<file path="src/rtl/mc_controller.sv">
// Multi-cycle MIPS-subset controller: walks each instruction through
// FETCH/DECODE/EXEC/MEM/WB and drives the datapath control fields for each state.
module mc_controller #(
    parameter int MEM_WAIT_EN = 1,
    parameter int TIMEOUT     = 16,
    parameter int CNT_W       = 8
) (
    input  logic       clk,
    input  logic       reset,
    input  logic [5:0] opcode,
    input  logic [5:0] funct,
    input  logic       zero,
    input  logic       mem_ready,
    output logic       mem_req,
    output logic       PCWrite,
    output logic       IRWrite,
    output logic [2:0] NPCOp,
    output logic [1:0] EXTOp,
    output logic [1:0] RegDst,
    output logic       RegWrite,
    output logic       ALUSrc,
    output logic [1:0] ALUOp,
    output logic       MemWrite,
    output logic [1:0] MemtoReg,
    output logic [2:0] state,
    output logic       instr_done,
    output logic       timeout_err
);

    typedef enum logic [2:0] {
        S_FETCH  = 3'd0,
        S_DECODE = 3'd1,
        S_EXEC   = 3'd2,
        S_MEM    = 3'd3,
        S_WB     = 3'd4
    } state_t;

    localparam logic [CNT_W-1:0] LIMIT = CNT_W'((TIMEOUT > 0) ? TIMEOUT - 1 : 0);

    state_t           state_q, state_d;
    logic [CNT_W-1:0] waitCnt_q, waitCnt_d;
    logic             timeoutErr_q, timeoutErr_d;

    logic rdy, limitHit;
    logic isRType, isNop, isAdd, isSub, isJr, isOri, isLui, isLw, isSw, isBeq, isJal;

    assign rdy      = (MEM_WAIT_EN != 0) ? mem_ready : 1'b1;
    assign limitHit = (TIMEOUT > 0) && (waitCnt_q == LIMIT) && !rdy;

    assign isRType = (opcode == 6'b000000);
    assign isNop   = isRType && (funct == 6'b000000);
    assign isAdd   = isRType && (funct == 6'b100000);
    assign isSub   = isRType && (funct == 6'b100010);
    assign isJr    = isRType && (funct == 6'b001000);
    assign isOri   = (opcode == 6'b001101);
    assign isLui   = (opcode == 6'b001111);
    assign isLw    = (opcode == 6'b100011);
    assign isSw    = (opcode == 6'b101011);
    assign isBeq   = (opcode == 6'b000100);
    assign isJal   = (opcode == 6'b000011);

    assign state       = state_q;
    assign timeout_err = timeoutErr_q;

    always_comb begin
        mem_req      = 1'b0;
        PCWrite      = 1'b0;
        IRWrite      = 1'b0;
        NPCOp        = 3'b000;
        EXTOp        = 2'b00;
        RegDst       = 2'b00;
        RegWrite     = 1'b0;
        ALUSrc       = 1'b0;
        ALUOp        = 2'b00;
        MemWrite     = 1'b0;
        MemtoReg     = 2'b00;
        instr_done   = 1'b0;
        state_d      = state_q;
        waitCnt_d    = '0;
        timeoutErr_d = timeoutErr_q;

        case (state_q)
            S_FETCH: begin
                mem_req = 1'b1;
                if (rdy) begin
                    IRWrite = 1'b1;
                    PCWrite = 1'b1;
                    state_d = S_DECODE;
                end else if (limitHit) begin
                    timeoutErr_d = 1'b1;
                    state_d      = S_FETCH;
                end else begin
                    waitCnt_d = waitCnt_q + 1'b1;
                end
            end
            S_DECODE: begin
                if (isAdd || isSub || isJr || isOri || isLui ||
                    isLw || isSw || isBeq || isJal) begin
                    state_d = S_EXEC;
                end else begin
                    instr_done = 1'b1;
                    state_d    = S_FETCH;
                end
            end
            S_EXEC: begin
                state_d = S_FETCH;
                if (isAdd || isSub) begin
                    ALUOp   = isSub ? 2'b01 : 2'b00;
                    state_d = S_WB;
                end else if (isOri || isLui) begin
                    EXTOp   = isLui ? 2'b10 : 2'b00;
                    ALUSrc  = 1'b1;
                    ALUOp   = 2'b10;
                    state_d = S_WB;
                end else if (isLw || isSw) begin
                    EXTOp   = 2'b01;
                    ALUSrc  = 1'b1;
                    state_d = S_MEM;
                end else if (isBeq) begin
                    ALUOp      = 2'b01;
                    NPCOp      = 3'b001;
                    PCWrite    = zero;
                    instr_done = 1'b1;
                end else if (isJr) begin
                    NPCOp      = 3'b011;
                    PCWrite    = 1'b1;
                    instr_done = 1'b1;
                end else if (isJal) begin
                    NPCOp      = 3'b010;
                    PCWrite    = 1'b1;
                    RegDst     = 2'b10;
                    MemtoReg   = 2'b10;
                    RegWrite   = 1'b1;
                    instr_done = 1'b1;
                end
            end
            S_MEM: begin
                mem_req = 1'b1;
                if (rdy) begin
                    MemWrite = isSw;
                    if (isLw) begin
                        state_d = S_WB;
                    end else begin
                        instr_done = 1'b1;
                        state_d    = S_FETCH;
                    end
                end else if (limitHit) begin
                    timeoutErr_d = 1'b1;
                    state_d      = S_FETCH;
                end else begin
                    waitCnt_d = waitCnt_q + 1'b1;
                end
            end
            S_WB: begin
                RegWrite   = 1'b1;
                RegDst     = (isAdd || isSub) ? 2'b01 : 2'b00;
                MemtoReg   = isLw ? 2'b01 : 2'b00;
                instr_done = 1'b1;
                state_d    = S_FETCH;
            end
            default: state_d = S_FETCH;
        endcase

        // Reset suppresses every strobe so an interrupted instruction writes nothing.
        if (reset) begin
            mem_req    = 1'b0;
            PCWrite    = 1'b0;
            IRWrite    = 1'b0;
            RegWrite   = 1'b0;
            MemWrite   = 1'b0;
            instr_done = 1'b0;
        end
    end

    always_ff @(posedge clk) begin
        if (reset) begin
            state_q      <= S_FETCH;
            waitCnt_q    <= '0;
            timeoutErr_q <= 1'b0;
        end else begin
            state_q      <= state_d;
            waitCnt_q    <= waitCnt_d;
            timeoutErr_q <= timeoutErr_d;
        end
    end

endmodule

</file>
<file path="config.mk">
export PLATFORM = sky130hd
export DESIGN_NAME = mc_controller
export DESIGN_NICKNAME = d
export VERILOG_FILES = /design/src/rtl/mc_controller.sv
export SDC_FILE = /design/constraint.sdc
export NUM_CORES = 1
export LEC_CHECK = 0
export ABC_AREA = 1
export CORE_MARGIN = 8
export CORE_UTILIZATION = 41
export DETAILED_ROUTE_END_ITERATION = 8
export PLACE_DENSITY_LB_ADDON = 0.25
export SETUP_SLACK_MARGIN = 0.02
export SLEW_MARGIN = 15
export SYNTH_ARGS = -nofsm -noshare
export SYNTH_HDL_FRONTEND = slang
export SYNTH_SLANG_ARGS = --single-unit
</file>
<file path="constraint.sdc">
create_clock -name clk -period 1.65 [get_ports clk]
set_input_delay 0.33 -clock clk [delete_from_list [all_inputs] [get_ports clk]]
set_output_delay 0.33 -clock clk [all_outputs]
set_load 0.01 [all_outputs]
</file>
==> results by group <==
Cells and area
  – Area growth, synth to finish: 104%
  – Fraction of layout instances using a drive strength above 1: 56.8%
  – Final Util: 90.1%
  – Number of antenna repair diodes: 0
  – NumNets Final: 245
  – Non-filler instance count after layout: 254

Route
  – First-pass DRT Iterations: 7
  – Met2 routed WL: 2520 µm
  – Routed length on met3: 444 µm
  – Detailed Route WL: 5300 µm
  – Via Count: 1496
  – Count of antenna-violating nets left after detailed routing: 0
  – Vias per inst: 5.89
  – Wire length per cell after detailed routing: 20.9 µm
  – Highest routed layer: met4
  – Starting DRT DRC Count: 180
  – Count of unresolved DRC violations after routing: 0
  – Total routed wire length on the met1 layer: 1820 µm

Global routing
  – Global-route wire length before repair: 6350 µm
  – Vias in the first global route: 1368
  – Overall overflow remaining after global route: 0
  – GRT Total Usage: 19.3%
  – Initial antenna violation count: 0
  – Pin count of the biggest net entering global routing: 9

CTS
  – Total clock buffers created by CTS: 3
  – Clock root cell: clkbuf_4
  – Clock-pin slew of the registers on the worst-case setup and hold paths: 0.08 ns
  – Max Buffers Root-to-Sink: 2
  – Clock Sink Count: 12
  – H-tree lvl count: 1
  – Clock latency on the worst-skew pair: 0.28 ns
  – CTS tree: built

Worst setup path
  – Cell with the most instances on the worst path: nor2_2
  – Count of buffering cells on the critical path with inverters included: 3
  – Critical Path Max Stage Delay: 0.23 ns
  – Dominant delay contributor by cell family on the critical path: simple AND/OR/NAND/NOR gates
  – Worst Setup End Kind: primary output
  – Cell Chain, Critical Path: clkdlybuf4s15_1 > nor2_2 > nand2_1 > nor2_2 > inv_2 > or2_0 > nand3_1 > a21oi_2 > buf_2
  – Slowest stage cell on the critical path: clkdlybuf4s15_1
  – Register-to-register setup slack: -0.04 ns
  – Critical Path Fanout Max: 4
  – Worst path arrival time: 1.66 ns
  – Worst Path Required: 1.32 ns
  – Setup Crit Path Kind: input pin to primary output
  – Kind of launch point of the worst setup path: input pin

STA
  – Achievable clock frequency: 502 MHz
  – Number of pins exceeding their max-slew limit in the final report: 0
  – Minimum clock period: 1.99 ns
  – Period Utilization, post-route: 121%
  – TNS Setup: -2.56 ns
  – Unrepaired setup endpoints after global routing: yes
  – Total count of hold-check failures in the final report: 0
  – Worst hold slack across all endpoints: 0.497 ns
  – Layout Skew: 0.00280 ns
  – Finish-stage setup viols: 18
  – Minimum setup slack in the final design: -0.344 ns

Logic synthesis
  – Fraction of synthesized cell area taken by the top area cell type: 27.2%
  – Post-synthesis average cell area: 6.08 µm²
  – Sequential area share after synthesis: 27.2%
  – Post-Synthesis Cell Area: 882 µm²
  – Largest area contributor in the netlist: dfxtp_1
  – Top FF cell, synth: dfxtp_1
  – Number of flops mapped to enable cells by yosys: 0
  – Async set-reset flop share out of synthesis: 0%
  – Synth cell types: 23
  – Number of flip-flops and latches in the synthesized netlist: 12
  – Net Count, Synth: 162
  – Post-Synthesis Cells: 145
  – Ranking of synthesized cells by area: dfxtp_1 (27%), nor2_1 (13%), nand2_1 (11%)
  – Number of warnings printed during yosys synthesis: 0

Die
  – Die span in x: 62.4 µm
  – Initial core utilization: 44.1%
  – Standard cell core area: 2000 µm²
  – Top-level I/O count: 38
  – Count of standard-cell rows: 16
  – Overall die area: 3890 µm²
  – Die span in y: 62.4 µm

Status
  – Failing checks: setup timing
  – Outcome: finished, violations left

Place
  – Placed Cells: 233
  – Detail Placement HPWL: 2360 µm
  – Port bufs: 36
  – Routability-driven placement congestion ratio: 0.914

Pwr
  – P per Cell Area: 406 nW/µm²
  – Max VDD drop: 449 µV
  – Sum of internal, switching and leakage power: 0.732 mW
  – Static leakage power: 0.859 nW

Worst hold path
  – Worst Hold Class: flop to flop

Job
  – Maximum capacitance violations: 0
## worst paths after layout
check / startpoint / end / cells after the start
min: timeout_err / timeout_err / 2
min reg2reg: timeout_err / timeout_err / 2
max reg2reg: waitCnt_q[0] / state[0] / 10
max: opcode[0] / PCWrite / 9
## repair_timing
action,4_1_cts,5_1_grt
hold buffers,0,0
gates cloned,0,0
pin swaps,22,16
buffers inserted,14,6
setup endpoints to repair,19,27
gates resized for setup,147,34
## worst reg2reg max path: stages (launching register included)
cell	delay [ns]
dfxtp_1	0.40
ha_1	0.24
nand2_2	0.12
nor2_2	0.16
nand3_2	0.16
nand3_1	0.15
nand2_1	0.07
inv_1	0.10
nand2_1	0.07
nand2_1	0.07
inv_1	0.06
## synthesized netlist by cell type (all sizes together) (2+ instances only)
library cell   n
nand3         18
nor3b          2
xor2           3
nor2          30
nand2         26
nor3           7
inv           27
o21ai          2
dfxtp         12
buf            2
a21oi          9
## logic make-up (layout without fill, tap and decap cells)
group | count (synthesis) | after routing | share of synthesized area (%)
and+or+nand+nor | 86 | 86 | 46.7
other | 1 | 1 | 0.425
AOI/OAI and AO/OA | 12 | 12 | 7.09
xor gates and xnor gates | 4 | 4 | 3.97
adders and majority gates | 1 | 1 | 1.42
buffers and inverters | 29 | 111 | 13.2
DFF | 12 | 12 | 27.2
## cell type report
| cell class | count | area, µm² |
|---|---|---|
| Clock buffer | 4 | 36.3 |
| Fill cell | 91 | 199 |
| Inverter | 27 | 104 |
| Multi-Input combinational cell | 104 | 731 |
| Sequential cell | 12 | 249 |
| Tap cell | 27 | 33.8 |
| Timing Repair Buffer | 80 | 649 |
## layer usage
metal / vias up / GRT usage, %
met1: 688 / 18.9
met3: 55 / 4.30
met5: - / 0
met4: 0 / 11.7
li1: 620 / -
met2: 133 / 36.0
## through the flow
stage	setup WS [ns]	instance area, µm²
after floorplan	0.0311	885
after global placement	-0.789	1470
after detailed placement	-0.844	1470
after CTS	-0.149	1690
after global routing	-0.382	1800
final	-0.344	1800
## cells in the final DEF, fill, tap and decap left out, drive strengths merged
| cell | count |
|---|---|
| nor3b | 2 |
| a21oi | 9 |
| xor2 | 3 |
| buf | 64 |
| clkbuf | 5 |
| clkdlybuf4s15 | 2 |
| dlymetal6s2s | 1 |
| o21ai | 2 |
| or2 | 1 |
| nand4 | 1 |
| o31ai | 1 |
| clkdlybuf4s50 | 3 |
| nand3 | 18 |
| nand2 | 26 |
| ha | 1 |
| xnor2 | 1 |
| dfxtp | 12 |
| nor4 | 1 |
| nor3 | 7 |
| conb | 1 |
| inv | 27 |
| nor2 | 30 |
| dlygate4sd2 | 9 |
## power by group
group,internal (mW),total [mW],switching [mW]
Clock,0.134,0.245,0.111
Combinational,0.0863,0.192,0.106
Sequential,0.290,0.295,0.00472
Total,0.511,0.732,0.221
## sequential cells by signal (all words and copies together), names as in the netlist
register     count
timeout_err      1
state            3
waitCnt_q        8
No activity file was read; power rests on OpenSTA's default activity.
